===== src/rtl/exp_bias_seq_m_pkg.sv =====
// Shared constants for the sequential exponent-bias operator: state encoding,
// IEEE exponent widths/biases and a bias helper.
package exp_bias_seq_m_pkg;

  localparam int unsigned W_EXP_SP = 8;
  localparam int unsigned W_EXP_DP = 11;

  localparam logic [7:0]  BIAS_SP = 8'd127;
  localparam logic [10:0] BIAS_DP = 11'd1023;

  typedef enum logic [1:0] {
    IDLE = 2'd0,
    ADD  = 2'd1,
    SUB  = 2'd2,
    DONE = 2'd3
  } state_t;

  // Exponent bias for a given exponent width: 2^(w-1) - 1.
  function automatic int unsigned bias_of(input int unsigned w);
    return (32'd1 << (w - 32'd1)) - 32'd1;
  endfunction

endpackage


===== src/rtl/exp_bias_subtractor.sv =====
// Combinational removal of the exponent bias from the exponent sum.
// Underflow output exists only when EXP_UNDERFLOW_EN is defined.
module exp_bias_subtractor
  import exp_bias_seq_m_pkg::*;
#(
  parameter int unsigned W_Exp = W_EXP_SP
) (
  input  logic [W_Exp:0]   sum,
  output logic [W_Exp-1:0] exp_o,
  output logic             cout_exp
`ifdef EXP_UNDERFLOW_EN
  ,
  output logic             underflow
`endif
);

  localparam int unsigned DW = W_Exp + 2;
  localparam logic [DW-1:0] BIAS = DW'(bias_of(W_Exp));

  logic [DW-1:0] diff;

  // Sum is at most 2^(W+1)-2, so the top bit of diff is set only when negative.
  assign diff     = {1'b0, sum} - BIAS;
  assign exp_o    = diff[W_Exp-1:0];
  assign cout_exp = ~diff[DW-1] & diff[W_Exp];

`ifdef EXP_UNDERFLOW_EN
  assign underflow = diff[DW-1];
`endif

endmodule


===== src/rtl/exp_bias_seq_m.sv =====
// Sequential exp_a + exp_b - bias over ADD/SUB steps with start/done/ack handshake.
// Optional underflow flag built only when EXP_UNDERFLOW_EN is defined.
module exp_bias_seq_m
  import exp_bias_seq_m_pkg::*;
#(
  parameter int unsigned W_Exp = W_EXP_SP
) (
  input  logic             clk,
  input  logic             rst,
  input  logic             start,
  input  logic [W_Exp-1:0] exp_a,
  input  logic [W_Exp-1:0] exp_b,
  input  logic             ack,
  output logic             busy,
  output logic             done,
  output logic             load_o,
  output logic [W_Exp-1:0] exp_o,
  output logic             cout_exp,
  output logic             underflow
);

  state_t           state;
  logic [W_Exp-1:0] a_r;
  logic [W_Exp-1:0] b_r;
  logic [W_Exp:0]   sum_r;
  logic [W_Exp-1:0] exp_c;
  logic             cout_c;
`ifdef EXP_UNDERFLOW_EN
  logic             underflow_c;
`endif

  exp_bias_subtractor #(.W_Exp(W_Exp)) u_sub (
    .sum      (sum_r),
    .exp_o    (exp_c),
    .cout_exp (cout_c)
`ifdef EXP_UNDERFLOW_EN
    ,
    .underflow(underflow_c)
`endif
  );

  // Control FSM with capture, sum and result registers.
  always_ff @(posedge clk or posedge rst) begin
    if (rst) begin
      state    <= IDLE;
      a_r      <= '0;
      b_r      <= '0;
      sum_r    <= '0;
      busy     <= 1'b0;
      done     <= 1'b0;
      load_o   <= 1'b0;
      exp_o    <= '0;
      cout_exp <= 1'b0;
    end else begin
      load_o <= 1'b0;
      case (state)
        IDLE: begin
          if (start) begin
            a_r   <= exp_a;
            b_r   <= exp_b;
            busy  <= 1'b1;
            state <= ADD;
          end
        end
        ADD: begin
          sum_r <= {1'b0, a_r} + {1'b0, b_r};
          state <= SUB;
        end
        SUB: begin
          exp_o    <= exp_c;
          cout_exp <= cout_c;
          done     <= 1'b1;
          load_o   <= 1'b1;
          state    <= DONE;
        end
        DONE: begin
          // ack wins over a simultaneous start; that start is dropped.
          if (ack) begin
            done  <= 1'b0;
            busy  <= 1'b0;
            state <= IDLE;
          end
        end
        default: state <= IDLE;
      endcase
    end
  end

`ifdef EXP_UNDERFLOW_EN
  always_ff @(posedge clk or posedge rst) begin
    if (rst) begin
      underflow <= 1'b0;
    end else if (state == SUB) begin
      underflow <= underflow_c;
    end
  end
`else
  assign underflow = 1'b0;
`endif

endmodule


===== config.mk =====
export PLATFORM = sky130hd
export DESIGN_NAME = exp_bias_seq_m
export DESIGN_NICKNAME = d
export VERILOG_FILES = /design/src/rtl/exp_bias_seq_m_pkg.sv /design/src/rtl/exp_bias_subtractor.sv /design/src/rtl/exp_bias_seq_m.sv
export SDC_FILE = /design/constraint.sdc
export NUM_CORES = 1
export LEC_CHECK = 0
export ABC_CLOCK_PERIOD_IN_PS = 4400
export BUFFER_PORTS_ARGS = -buffer_cell sky130_fd_sc_hd__buf_2
export CORE_MARGIN = 1.5
export CORE_UTILIZATION = 39
export DETAILED_ROUTE_END_ITERATION = 16
export GPL_TIMING_DRIVEN = 0
export SYNTH_ARGS = -nofsm -noshare
export SYNTH_HDL_FRONTEND = slang
export SYNTH_HIERARCHICAL = 1
export SYNTH_SLANG_ARGS = --single-unit

===== constraint.sdc =====
create_clock -name clk -period 4.4 [get_ports clk]
set_input_delay 0.44 -clock clk [delete_from_list [all_inputs] [get_ports clk]]
set_output_delay 0.44 -clock clk [all_outputs]
set_load 0.005 [all_outputs]

==> impl_metrics.yaml <==
timing:
  rsz0062_at_grt: "false"
  finalSetupViolCount: 0
  fmaxAchievable_mhz: 503
  setup_slack_ns: 2.41
  fin_skew_ns: 0.00789
  slew_viol_final: 0
  period_needed_ns: 1.99
  hold_viol: 0
  slew_headroom_pct: 47.1
  whs_ns: 0.295
  final.period_utilization_pct: 45.1
  worstMarginPinSlew_ns: 0.792
  setup-tns-final_ns: 0
worst_setup_path:
  critPathSlowestCell: "fa_1"
  critPathLaunchType: "flip-flop"
  cp_max_fo: 3
  end_kind: "flip-flop"
  cp_slowest_stage_delay_ns: 0.43
  worstPathRequired_ns: 4.57
  crit_chain: "ha_1 > fa_1 > a211o_1 > a21oi_1 > nand4_1 > o311ai_0"
  path_class: "reg -> reg"
  cp_data_arrival_time_ns: 2.15
drt:
  wl_um: 3310
  num_vias: 1364
  viasPerCell: 4.84
  antenna_left: 0
  drt_iter0_drc: 67
  dr.pass1.iters: 4
  drcViolationCount: 0
  wl_per_cell_um: 11.7
cts:
  cts-buffers-inserted: 5
  path_clk_slew_ns: 0.07
  postCtsSetupBuffers: 0
  cts_hold_buf: 0
  ctsRootBufferMaster: "clkbuf_8"
  htreeDepth: 2
  tritoncts: "built"
  insertion_delay_ns: 0.29
  cts-resized-gates: 0
  clock_path_buffers: 2
  clock_sinks: 39
placed_design:
  port_buffers: 31
  pre_cts_slack_ns: 2.42
  gp_congestion: 0.711
  dp.cells: 274
  placed_cell_area_um2: 2290
  dp_hpwl_um: 2520
yosys:
  ys_ff_latch: 39
  yosysUniqueCellTypes: 43
  synthTopCellsByArea: "dfrtp_1 (48%), mux2_2 (13%), ha_1 (7.9%)"
  synthTopCellsByCount: "dfrtp_1 (39), mux2_2 (23), ha_1 (13)"
  synth-edff-count: 0
  synth_largest_area_cell: "dfrtp_1"
  yosys.area.top_type_share_pct: 47.6
  yosysMostFrequentCell: "dfrtp_1"
  yosysSeqAreaShare_pct: 47.6
  ys.flop_type: "dfrtp_1"
  synth_cells: 173
  yosysWarningCount: 6
  syn_area_um2: 2050
  avgSynthCellArea_um2: 11.9
  async_flop_share_pct: 100
  syn_nets: 207
global_route:
  antenna_found_initial: 0
  grt_max_degree: 40
  busiest_layer: "met2"
  grt_pass1_vias: 1298
  grt.overflow.total: 0
  grt_use_met1_pct: 16.9
  grt_pass1_wl_um: 5710
  track_usage_pct: 13.5
  use_met2_pct: 21.8
  gr-usage-met3_pct: 3.97
cells_and_area:
  final_cell_count_no_fill: 282
  area_delta_synth_final_pct: 17.6
  fin_util_pct: 47.5
  n_antenna_cell: 0
  drive_gt1_share_pct: 36.3
  nets: 245
  fin_area_um2: 2410
floorplanning:
  dieArea_um2: 5700
  initial_core_util_pct: 40.4
  coreArea_um2: 5070
  rows: 26
  die_y_um: 75.5
  ios: 33
  die_x_um: 75.5
power:
  powerDensity_nw_per_um2: 818
  finalPower_mw: 1.97
  vdd_drop_max_uv: 450
  p_leak_nw: 1.10
hold_path:
  hp-class: "in -> async"
run:
  drv_cap: 0
outcome:
  status: "complete, no violations"
layout make-up:
type / count / area [um^2]
fill: 510 / 2660
multi-input combinational: 118 / 1000
sequential: 39 / 976
timing repair buffer: 31 / 155
tap: 70 / 87.6
clock buffer: 6 / 82.6
inverter: 10 / 37.5
clock inverter: 2 / 35.0
buffer: 6 / 32.5
power breakdown:
group | switching (mW) | total (mW) | internal, mW
Sequential | 0.130 | 0.678 | 0.548
Clock | 0.123 | 0.306 | 0.183
Combinational | 0.474 | 0.989 | 0.515
flip-flops by register name, indices dropped and copies added, names as in the netlist:
signal	flops
a_r	8
b_r	8
busy	1
cout_exp	1
done	1
exp_o	8
load_o	1
state	2
sum_r	9
worst paths after layout:
kind                       cells past startpoint       end      from  slack, ns
min in group clk                               2    b_r[6]  exp_b[6]       0.36
hold / removal                                 2    a_r[6]       rst       0.29
max in group asynchronous                      2    a_r[1]       rst       3.61
setup / recovery                               6  sum_r[6]    a_r[0]       2.41
hold reg to reg                                1    b_r[6]    b_r[6]       0.50
setup reg to reg                               6  sum_r[6]    a_r[0]       2.41
routing by layer:
metal  vias to the layer above  wire length (um)
li1                        694                 -
met1                       638              1610
met2                        26              1500
met3                         6               133
met4                         0                61
met5                         -                 0
cells by family after synthesis:
kind of cell               after synthesis  share of synthesized area (%)
AOI/OAI and AO/OA                       37                           12.6
xor gates and xnor gates                 8                           3.42
adders and majority gates               14                           8.91
buffers and inverters                   16                           3.42
DFF                                     39                           47.6
muxes                                   30                           16.6
other                                    1                          0.183
and+or+nand+nor                         28                           7.32
worst max-delay path, delay by kind of cell, from the launching register on:
| kind | cells | cell delay [ns] |
|---|---|---|
| flip-flops | 1 | 0.39 |
| AND/OR/NAND/NOR | 1 | 0.12 |
| adder cells (fa/ha/maj) | 2 | 0.68 |
| AO/OA/AOI/OAI | 3 | 0.68 |
placed cells by master, fill, tap and decap left out, types with 2 or more instances in the layout:
master / Yosys / routed
nor3b_1: 2 / 2
a211oi_1: 2 / 2
nand4_1: 2 / 2
xor2_1: 3 / 3
mux2_2: 23 / 23
dfrtp_1: 39 / 39
xnor2_1: 5 / 5
buf_2: 5 / 36
nand2_1: 10 / 10
nand3_1: 3 / 3
ha_1: 13 / 13
a21o_1: 2 / 2
a21oi_1: 8 / 8
o21ai_0: 9 / 9
clkbuf_8: 0 / 6
mux2_1: 5 / 5
inv_1: 10 / 9
nor2_1: 4 / 4
o22ai_1: 3 / 3
(Power assumes the default switching activity.)
